File: config.mk
export PLATFORM = sky130hd
export DESIGN_NAME = retrosoc_gpio_bank_flat
export DESIGN_NICKNAME = d
export VERILOG_FILES = /design/src/rtl/retrosoc_gpio_pkg.sv /design/src/rtl/retrosoc_gpio_if.sv /design/src/rtl/retrosoc_gpio_sync.sv /design/src/rtl/retrosoc_gpio_bank.sv /design/src/flat_wrapper.sv
export SDC_FILE = /design/constraint.sdc
export NUM_CORES = 1
export LEC_CHECK = 0
export CELL_PAD_IN_SITES_DETAIL_PLACEMENT = 0
export CELL_PAD_IN_SITES_GLOBAL_PLACEMENT = 2
export CORE_MARGIN = 1.5
export CORE_UTILIZATION = 33
export DETAILED_ROUTE_END_ITERATION = 8
export GPL_ROUTABILITY_DRIVEN = 0
export GPL_TIMING_DRIVEN = 1
export PLACE_DENSITY_LB_ADDON = 0.25
export SETUP_SLACK_MARGIN = 0.02
export SYNTH_ARGS = -nofsm -noshare
export SYNTH_HDL_FRONTEND = slang
export SYNTH_SLANG_ARGS = --single-unit
File: constraint.sdc
create_clock -name clk_i -period 3.2 [get_ports clk_i]
set_input_delay 0.64 -clock clk_i [delete_from_list [all_inputs] [get_ports clk_i]]
set_output_delay 0.64 -clock clk_i [all_outputs]
set_load 0.01 [all_outputs]
File: src/rtl/retrosoc_gpio_pkg.sv
// Shared register map, reset values and bus helpers for the retroSoC GPIO bank.
// Latency: n/a (declarations only).
// Backpressure: n/a.
package retrosoc_gpio_pkg;

  // Byte offsets of the eight 32-bit registers (decoded from addr[4:2]).
  localparam logic [4:0] GPIO_OUT_OFS     = 5'h00;
  localparam logic [4:0] GPIO_OE_OFS      = 5'h04;
  localparam logic [4:0] GPIO_IN_OFS      = 5'h08;
  localparam logic [4:0] GPIO_IE_OFS      = 5'h0C;
  localparam logic [4:0] GPIO_RISE_EN_OFS = 5'h10;
  localparam logic [4:0] GPIO_FALL_EN_OFS = 5'h14;
  localparam logic [4:0] GPIO_IP_OFS      = 5'h18;
  localparam logic [4:0] GPIO_DBCNT_OFS   = 5'h1C;

  // Every register, synchroniser stage and bus output clears to zero.
  localparam logic [31:0] GPIO_REG_RST = 32'h0000_0000;

  // Bus slave sequencing: accept in IDLE, pulse ready in RESP, then idle again.
  typedef enum logic {
    BUS_IDLE = 1'b0,
    BUS_RESP = 1'b1
  } bus_st_e;

  // Expand byte strobes into a 32-bit bit mask.
  function automatic logic [31:0] strb_mask(input logic [3:0] strb);
    return {{8{strb[3]}}, {8{strb[2]}}, {8{strb[1]}}, {8{strb[0]}}};
  endfunction

endpackage

File: src/rtl/retrosoc_gpio_if.sv
// SoC native memory bus (valid/ready) connecting the core to the GPIO bank.
// Latency: n/a (wires only).
// Backpressure: master holds mem_valid_i until the slave pulses mem_ready_o.
// Signals: mem_valid_i/mem_addr_i/mem_wdata_i/mem_wstrb_i (master -> slave),
//          mem_rdata_o/mem_ready_o (slave -> master).
interface retrosoc_gpio_if;
  logic        mem_valid_i;
  logic [4:0]  mem_addr_i;
  logic [31:0] mem_wdata_i;
  logic [3:0]  mem_wstrb_i;
  logic [31:0] mem_rdata_o;
  logic        mem_ready_o;

  modport master (
    output mem_valid_i, mem_addr_i, mem_wdata_i, mem_wstrb_i,
    input  mem_rdata_o, mem_ready_o
  );

  modport slave (
    input  mem_valid_i, mem_addr_i, mem_wdata_i, mem_wstrb_i,
    output mem_rdata_o, mem_ready_o
  );
endinterface

File: src/rtl/retrosoc_gpio_sync.sv
// Per-bit two-flop synchroniser for asynchronous pad inputs.
// Latency: 2 cycles from d_i to q_o.
// Backpressure: none (free-running).
// Ports: clk_i, rst_i (async active-high), d_i[WIDTH] raw input, q_o[WIDTH] synchronised.
module retrosoc_gpio_sync
  import retrosoc_gpio_pkg::*;
#(
  parameter int WIDTH = 8
) (
  input  logic             clk_i,
  input  logic             rst_i,
  input  logic [WIDTH-1:0] d_i,
  output logic [WIDTH-1:0] q_o
);

  logic [WIDTH-1:0] sync1_q, sync1_d;
  logic [WIDTH-1:0] sync2_q, sync2_d;

  always_comb begin
    sync1_d = d_i;
    sync2_d = sync1_q;
  end

  always_ff @(posedge clk_i or posedge rst_i) begin
    if (rst_i) begin
      sync1_q <= GPIO_REG_RST[WIDTH-1:0];
      sync2_q <= GPIO_REG_RST[WIDTH-1:0];
    end else begin
      sync1_q <= sync1_d;
      sync2_q <= sync2_d;
    end
  end

  assign q_o = sync2_q;

endmodule

File: src/rtl/retrosoc_gpio_bank.sv
// NUM_GPIO-channel GPIO bank: pad out/oe, synchronised inputs, edge IRQs with W1C pending.
// Latency: bus ready 1 cycle after valid; pad in -> IN 3 cycles, IP 4, irq_o 5 (no debounce).
// Backpressure: one access per two cycles; mem_valid_i is held until the ready pulse.
// Ports: clk_i, rst_i (async active-high), bus (slave modport of retrosoc_gpio_if),
//        gpio_out_o/gpio_oe_o pad drive, gpio_in_i raw pads, irq_o = registered |(IP & IE).
// Optional: define GPIO_DEBOUNCE_EN to build the prescaled two-sample input filter.
module retrosoc_gpio_bank
  import retrosoc_gpio_pkg::*;
#(
  parameter int NUM_GPIO = 8,
  parameter int DB_CNT_W = 16
) (
  input  logic                clk_i,
  input  logic                rst_i,
  retrosoc_gpio_if.slave      bus,
  output logic [NUM_GPIO-1:0] gpio_out_o,
  output logic [NUM_GPIO-1:0] gpio_oe_o,
  input  logic [NUM_GPIO-1:0] gpio_in_i,
  output logic                irq_o
);

  bus_st_e             bus_state_q, bus_state_d;
  logic [31:0]         rdata_q, rdata_d;
  logic [NUM_GPIO-1:0] out_q, out_d, oe_q, oe_d, ie_q, ie_d;
  logic [NUM_GPIO-1:0] rise_en_q, rise_en_d, fall_en_q, fall_en_d;
  logic [NUM_GPIO-1:0] ip_q, ip_d, in_q, in_d, in_prev_q, in_prev_d;
  logic                irq_q, irq_d;

  logic                accept, wr_en;
  logic [4:0]          reg_ofs;
  logic [31:0]         wmask32, rd_val;
  logic [NUM_GPIO-1:0] wmask, wdat, ip_clr, rise_evt, fall_evt, sync2;

  retrosoc_gpio_sync #(.WIDTH(NUM_GPIO)) u_sync (
    .clk_i (clk_i),
    .rst_i (rst_i),
    .d_i   (gpio_in_i),
    .q_o   (sync2)
  );

  always_comb begin
    accept  = (bus_state_q == BUS_IDLE) && bus.mem_valid_i;
    wr_en   = accept && (bus.mem_wstrb_i != 4'b0000);
    reg_ofs = {bus.mem_addr_i[4:2], 2'b00};
    wmask32 = strb_mask(bus.mem_wstrb_i);
    wmask   = wmask32[NUM_GPIO-1:0];
    wdat    = bus.mem_wdata_i[NUM_GPIO-1:0];
  end

`ifdef GPIO_DEBOUNCE_EN
  logic [DB_CNT_W-1:0] dbcnt_q, dbcnt_d, pre_q, pre_d;
  logic [NUM_GPIO-1:0] hist0_q, hist0_d, hist1_q, hist1_d, hist_eq;
  logic [31:0]         dbcnt_wr_val;
  logic                dbcnt_wr, tick;

  always_comb begin
    dbcnt_wr     = wr_en && (reg_ofs == GPIO_DBCNT_OFS);
    dbcnt_wr_val = (32'(dbcnt_q) & ~wmask32) | (bus.mem_wdata_i & wmask32);
    dbcnt_d      = dbcnt_wr ? dbcnt_wr_val[DB_CNT_W-1:0] : dbcnt_q;
    // Shared prescaler: tick on reaching DBCNT, restart on wrap or reprogramming.
    tick         = (pre_q == dbcnt_q);
    pre_d        = (dbcnt_wr || tick) ? '0 : pre_q + DB_CNT_W'(1);
    hist0_d      = tick ? sync2 : hist0_q;
    hist1_d      = tick ? hist0_q : hist1_q;
    // A pin only changes once two consecutive tick samples agree.
    hist_eq      = ~(hist0_q ^ hist1_q);
    if (dbcnt_q == '0) in_d = sync2;
    else               in_d = (hist_eq & hist0_q) | (~hist_eq & in_q);
  end

  always_ff @(posedge clk_i or posedge rst_i) begin
    if (rst_i) begin
      dbcnt_q <= GPIO_REG_RST[DB_CNT_W-1:0];
      pre_q   <= '0;
      hist0_q <= '0;
      hist1_q <= '0;
    end else begin
      dbcnt_q <= dbcnt_d;
      pre_q   <= pre_d;
      hist0_q <= hist0_d;
      hist1_q <= hist1_d;
    end
  end
`else
  always_comb in_d = sync2;
`endif

  always_comb begin
    bus_state_d = bus_state_q;
    rdata_d     = '0;
    rd_val      = '0;
    out_d       = out_q;
    oe_d        = oe_q;
    ie_d        = ie_q;
    rise_en_d   = rise_en_q;
    fall_en_d   = fall_en_q;
    ip_clr      = '0;
    in_prev_d   = in_q;

    case (bus_state_q)
      BUS_IDLE: if (accept) bus_state_d = BUS_RESP;
      BUS_RESP: bus_state_d = BUS_IDLE;  // forced idle cycle; valid still high here is ignored
      default:  bus_state_d = BUS_IDLE;
    endcase

    case (reg_ofs)
      GPIO_OUT_OFS:     rd_val = 32'(out_q);
      GPIO_OE_OFS:      rd_val = 32'(oe_q);
      GPIO_IN_OFS:      rd_val = 32'(in_q);
      GPIO_IE_OFS:      rd_val = 32'(ie_q);
      GPIO_RISE_EN_OFS: rd_val = 32'(rise_en_q);
      GPIO_FALL_EN_OFS: rd_val = 32'(fall_en_q);
      GPIO_IP_OFS:      rd_val = 32'(ip_q);
      GPIO_DBCNT_OFS: begin
`ifdef GPIO_DEBOUNCE_EN
        rd_val = 32'(dbcnt_q);
`else
        rd_val = '0;
`endif
      end
      default:          rd_val = '0;
    endcase
    if (accept) rdata_d = rd_val;

    if (wr_en) begin
      case (reg_ofs)
        GPIO_OUT_OFS:     out_d     = (out_q & ~wmask) | (wdat & wmask);
        GPIO_OE_OFS:      oe_d      = (oe_q & ~wmask) | (wdat & wmask);
        GPIO_IE_OFS:      ie_d      = (ie_q & ~wmask) | (wdat & wmask);
        GPIO_RISE_EN_OFS: rise_en_d = (rise_en_q & ~wmask) | (wdat & wmask);
        GPIO_FALL_EN_OFS: fall_en_d = (fall_en_q & ~wmask) | (wdat & wmask);
        GPIO_IP_OFS:      ip_clr    = wdat & wmask;
        default:          ;
      endcase
    end

    rise_evt = in_q & ~in_prev_q & rise_en_q;
    fall_evt = ~in_q & in_prev_q & fall_en_q;
    // New events are ORed in after the W1C clear so a coincident event is kept.
    ip_d     = (ip_q & ~ip_clr) | rise_evt | fall_evt;
    irq_d    = |(ip_q & ie_q);
  end

  always_ff @(posedge clk_i or posedge rst_i) begin
    if (rst_i) begin
      bus_state_q <= BUS_IDLE;
      rdata_q     <= GPIO_REG_RST;
      out_q       <= GPIO_REG_RST[NUM_GPIO-1:0];
      oe_q        <= GPIO_REG_RST[NUM_GPIO-1:0];
      ie_q        <= GPIO_REG_RST[NUM_GPIO-1:0];
      rise_en_q   <= GPIO_REG_RST[NUM_GPIO-1:0];
      fall_en_q   <= GPIO_REG_RST[NUM_GPIO-1:0];
      ip_q        <= GPIO_REG_RST[NUM_GPIO-1:0];
      in_q        <= GPIO_REG_RST[NUM_GPIO-1:0];
      in_prev_q   <= GPIO_REG_RST[NUM_GPIO-1:0];
      irq_q       <= 1'b0;
    end else begin
      bus_state_q <= bus_state_d;
      rdata_q     <= rdata_d;
      out_q       <= out_d;
      oe_q        <= oe_d;
      ie_q        <= ie_d;
      rise_en_q   <= rise_en_d;
      fall_en_q   <= fall_en_d;
      ip_q        <= ip_d;
      in_q        <= in_d;
      in_prev_q   <= in_prev_d;
      irq_q       <= irq_d;
    end
  end

  assign bus.mem_ready_o = (bus_state_q == BUS_RESP);
  assign bus.mem_rdata_o = rdata_q;
  assign gpio_out_o      = out_q;
  assign gpio_oe_o       = oe_q;
  assign irq_o           = irq_q;

  // Address byte lane and data bits above NUM_GPIO are architecturally don't-care.
  logic unused_ok;
  assign unused_ok = ^{bus.mem_addr_i[1:0], bus.mem_wdata_i, wmask32, 32'(DB_CNT_W)};

endmodule

File: src/flat_wrapper.sv
// flat-port wrapper written by rule: the top's interface ports become plain ports
module retrosoc_gpio_bank_flat import retrosoc_gpio_pkg::*;
#(
  parameter int NUM_GPIO = 8,
  parameter int DB_CNT_W = 16
)
  (clk_i, rst_i, gpio_out_o, gpio_oe_o, gpio_in_i, irq_o, bus_mem_valid_i, bus_mem_addr_i, bus_mem_wdata_i, bus_mem_wstrb_i, bus_mem_rdata_o, bus_mem_ready_o);
  retrosoc_gpio_if bus_i ();
  input  logic clk_i;
  input  logic rst_i;
  output logic [NUM_GPIO-1:0] gpio_out_o;
  output logic [NUM_GPIO-1:0] gpio_oe_o;
  input  logic [NUM_GPIO-1:0] gpio_in_i;
  output logic irq_o;
  input wire logic [$bits(bus_i.mem_valid_i)-1:0] bus_mem_valid_i;
  input wire logic [$bits(bus_i.mem_addr_i)-1:0] bus_mem_addr_i;
  input wire logic [$bits(bus_i.mem_wdata_i)-1:0] bus_mem_wdata_i;
  input wire logic [$bits(bus_i.mem_wstrb_i)-1:0] bus_mem_wstrb_i;
  output wire logic [$bits(bus_i.mem_rdata_o)-1:0] bus_mem_rdata_o;
  output wire logic [$bits(bus_i.mem_ready_o)-1:0] bus_mem_ready_o;
  assign bus_i.mem_valid_i = bus_mem_valid_i;
  assign bus_i.mem_addr_i = bus_mem_addr_i;
  assign bus_i.mem_wdata_i = bus_mem_wdata_i;
  assign bus_i.mem_wstrb_i = bus_mem_wstrb_i;
  assign bus_mem_rdata_o = bus_i.mem_rdata_o;
  assign bus_mem_ready_o = bus_i.mem_ready_o;
  retrosoc_gpio_bank #(.NUM_GPIO(NUM_GPIO), .DB_CNT_W(DB_CNT_W)) u_core (.clk_i(clk_i), .rst_i(rst_i), .bus(bus_i), .gpio_out_o(gpio_out_o), .gpio_oe_o(gpio_oe_o), .gpio_in_i(gpio_in_i), .irq_o(irq_o));
endmodule
==> impl_metrics.tcl <==
set metrics [dict create \
    worst_skew_pair.late_latency_ns 0.33 \
    num_rows 39 \
    syn_inst 264 \
    cts_resized 0 \
    io_pins 102 \
    layout_commonest_cell "dfrtp_1" \
    seq_area_frac_synth 0.583 \
    layout_common_cells "90 x dfrtp_1, 48 x clkdlybuf4s50_1, 24 x conb_1, 16 x mux2_4, 16 x inv_1" \
    pwr-share-seq 0.484 \
    detail_route.wl_per_cell_um 16.9 \
    drv_cap 0 \
    antenna_found_initial 0 \
    power.internal_w 0.00221 \
    cts.htree.levels 3 \
    cts_setup_buffers 0 \
    diodes 0 \
    yosys-top-cells-area "dfrtp_1 58%, mux2_4 6.2%, buf_4 5.2%" \
    initial_core_util 0.338 \
    cts_tree "built" \
    critPathRequiredTime_ns 3.41 \
    synth_top_area_frac 0.583 \
    clkSinkCount 90 \
    clockPowerShare 0.338 \
    worst_pin_slew_ns 0.725 \
    path_class "in2reg" \
    grt_max_degree 42 \
    area_growth_pct 22.7 \
    routed_wl_um 7960 \
    ys_types 32 \
    grt_use_total 0.138 \
    hpwl_um 5430 \
    cp_common_cell "buf_4" \
    hold_buffers 0 \
    cts.path.max_buffers 2 \
    drt_iter0_markers 97 \
    grt_overflow 0 \
    comb_power_share 0.178 \
    die_w_um 111 \
    core_area_um2 11400 \
    grt_pass1_wl_um 13100 \
    reg2reg_slack_ns 1.50 \
    synth_top_cell_by_area "dfrtp_1" \
    drc 0 \
    drv_slew 0 \
    rsz0062_at_grt "no" \
    cp-start-kind "input pin" \
    slew_headroom 0.516 \
    n_fill_cell 1078 \
    switching_power_w 0.000724 \
    min_path_type "reg2reg" \
    critPathMaxFanout 10 \
    ant_nets 0 \
    portBuffers 48 \
    grt_pass1_vias 2299 \
    die_h_um 111 \
    crit_path_start "bus_mem_addr_i[3]" \
    fin_crit_ns 2.23 \
    cpPeakStageDelay_ns 0.47 \
    syn_avg_cell_area_um2 14.6 \
    critPathSlowestCell "clkdlybuf4s50_1" \
    cts_buffers 9 \
    p_sw_frac 0.247 \
    via_per_inst 4.75 \
    max_freq_mhz 449 \
    fp.dieArea_um2 12400 \
    vdd_drop_max_mv 0.243 \
    netlist_area_um2 3860 \
    r2r-start "u_core.bus.mem_ready_o$_DFF_PP0_" \
    ff2ff_path_depth 4 \
    p_per_area_nw_per_um2 619 \
    finalNetCount 376 \
    outcome "finished clean" \
    root_buffer "clkbuf_16" \
    end_kind "register" \
    leakage_nw 2.21 \
    hold_viol_final 0 \
    ys_seq_elements 90 \
    setup_viol 0 \
    place_ws_ns 0.626 \
    vias 2244 \
    drive_above_1_share 0.219 \
    fin_util 0.415 \
    skew_ns 0.00623 \
    worstPathCellList "clkdlybuf4s50_1 -> buf_4 -> and4bb_4 -> nand2b_1 -> buf_4 -> mux2_4" \
    setup_ws_ns 0.973 \
    final.setup.tns_ns 0 \
    yosys_warnings 0 \
    drt_first_pass_iters 4 \
    clk_pin_slew_ns 0.06 \
    cp.arrival_ns 2.44 \
    min_period_over_period 0.696 \
]
cell families (layout without fill, tap and decap cells):
family / Yosys count / in the layout / synth area share
AOI/OAI and AO/OA: 33 / 33 / 0.0719
buffers and inverters: 51 / 93 / 0.0833
DFF: 90 / 90 / 0.583
muxes: 56 / 56 / 0.199
other: 1 / 24 / 0.000971
and+or+nand+nor: 33 / 33 / 0.0616
area by class of cell:
class                      instances  area, um^2  share of cell area
multi-input combinational        146        1380               0.290
clock inverter                     2        10.0             0.00211
tap                              143         179              0.0378
sequential                        90        2250               0.475
timing repair buffer              60         583               0.123
clock buffer                      14         274              0.0578
inverter                          17        65.1              0.0137
power groups by stage:
stage	logic, W	registers (W)	clock network, W
3_3_place_gp	0.000522	0.00144	0
2_1_floorplan	0.000318	0.00143	0
3_5_place_dp	0.000527	0.00144	0
4_1_cts	0.000528	0.00142	0.00103
6_report	0.000521	0.00142	0.000993
5_1_grt	0.000565	0.00145	0.00107
Yosys cell counts:
cell type,count
dfrtp_1,90
buf_4,27
inv_1,17
mux2_4,16
mux2_2,15
nand3b_1,11
mux2i_1,9
mux2_1,8
mux4_2,8
o211a_1,8
o221ai_1,8
o31ai_1,8
nand2_1,5
o211ai_1,5
a22oi_1,4
nand3_1,4
nand2b_1,3
buf_2,2
buf_6,2
clkbuf_1,2
and2_1,1
and3_4,1
and4bb_4,1
buf_8,1
conb_1,1
nand2_2,1
nand3b_4,1
nand4_1,1
nand4b_2,1
nor2_1,1
nor2_2,1
nor2b_1,1
per-layer routing:
metal  vias up  routed length [um]  GRT usage
li1       1034                   -          -
met1      1146                4080      0.208
met2        54                3480      0.196
met3        10                 243     0.0175
met4         0                 153     0.0650
met5         -                   0          0
worst max-delay path, delay by kind of cell:
| family | cells | cell delay [ns] |
|---|---|---|
| buffers and inverters | 3 | 0.91 |
| muxes | 1 | 0.29 |
| and+or+nand+nor | 2 | 0.59 |
stage by stage:
stage | cells | power [W] | area [um^2] | hold slack [ns]
4_1_cts | 472 | 0.00298 | 4740 | 0.345
2_1_floorplan | 287 | 0.00175 | 3950 | 0.331
6_report | 472 | 0.00294 | 4740 | 0.344
5_1_grt | 472 | 0.00308 | 4740 | 0.352
3_5_place_dp | 456 | 0.00197 | 4450 | 0.335
3_3_place_gp | 456 | 0.00196 | 4450 | 0.333
worst min path at each step:
| stage | cells past startpoint | startpoint | to | slack, ns |
|---|---|---|---|---|
| after detailed placement | 0 | u_core.u_sync.q_o[5]$_DFF_PP0_ | u_core.in_prev_d[5]$_DFF_PP0_ | 0.33 |
| after floorplan | 0 | u_core.u_sync.q_o[0]$_DFF_PP0_ | u_core.in_prev_d[0]$_DFF_PP0_ | 0.33 |
| after global placement | 0 | u_core.u_sync.sync1_q[7]$_DFF_PP0_ | u_core.u_sync.q_o[7]$_DFF_PP0_ | 0.33 |
| final | 0 | u_core.u_sync.q_o[5]$_DFF_PP0_ | u_core.in_prev_d[5]$_DFF_PP0_ | 0.34 |
| after global routing | 0 | u_core.u_sync.q_o[1]$_DFF_PP0_ | u_core.in_prev_d[1]$_DFF_PP0_ | 0.35 |
| after CTS | 0 | u_core.u_sync.q_o[5]$_DFF_PP0_ | u_core.in_prev_d[5]$_DFF_PP0_ | 0.35 |
No activity file was read; power rests on OpenSTA's default activity.
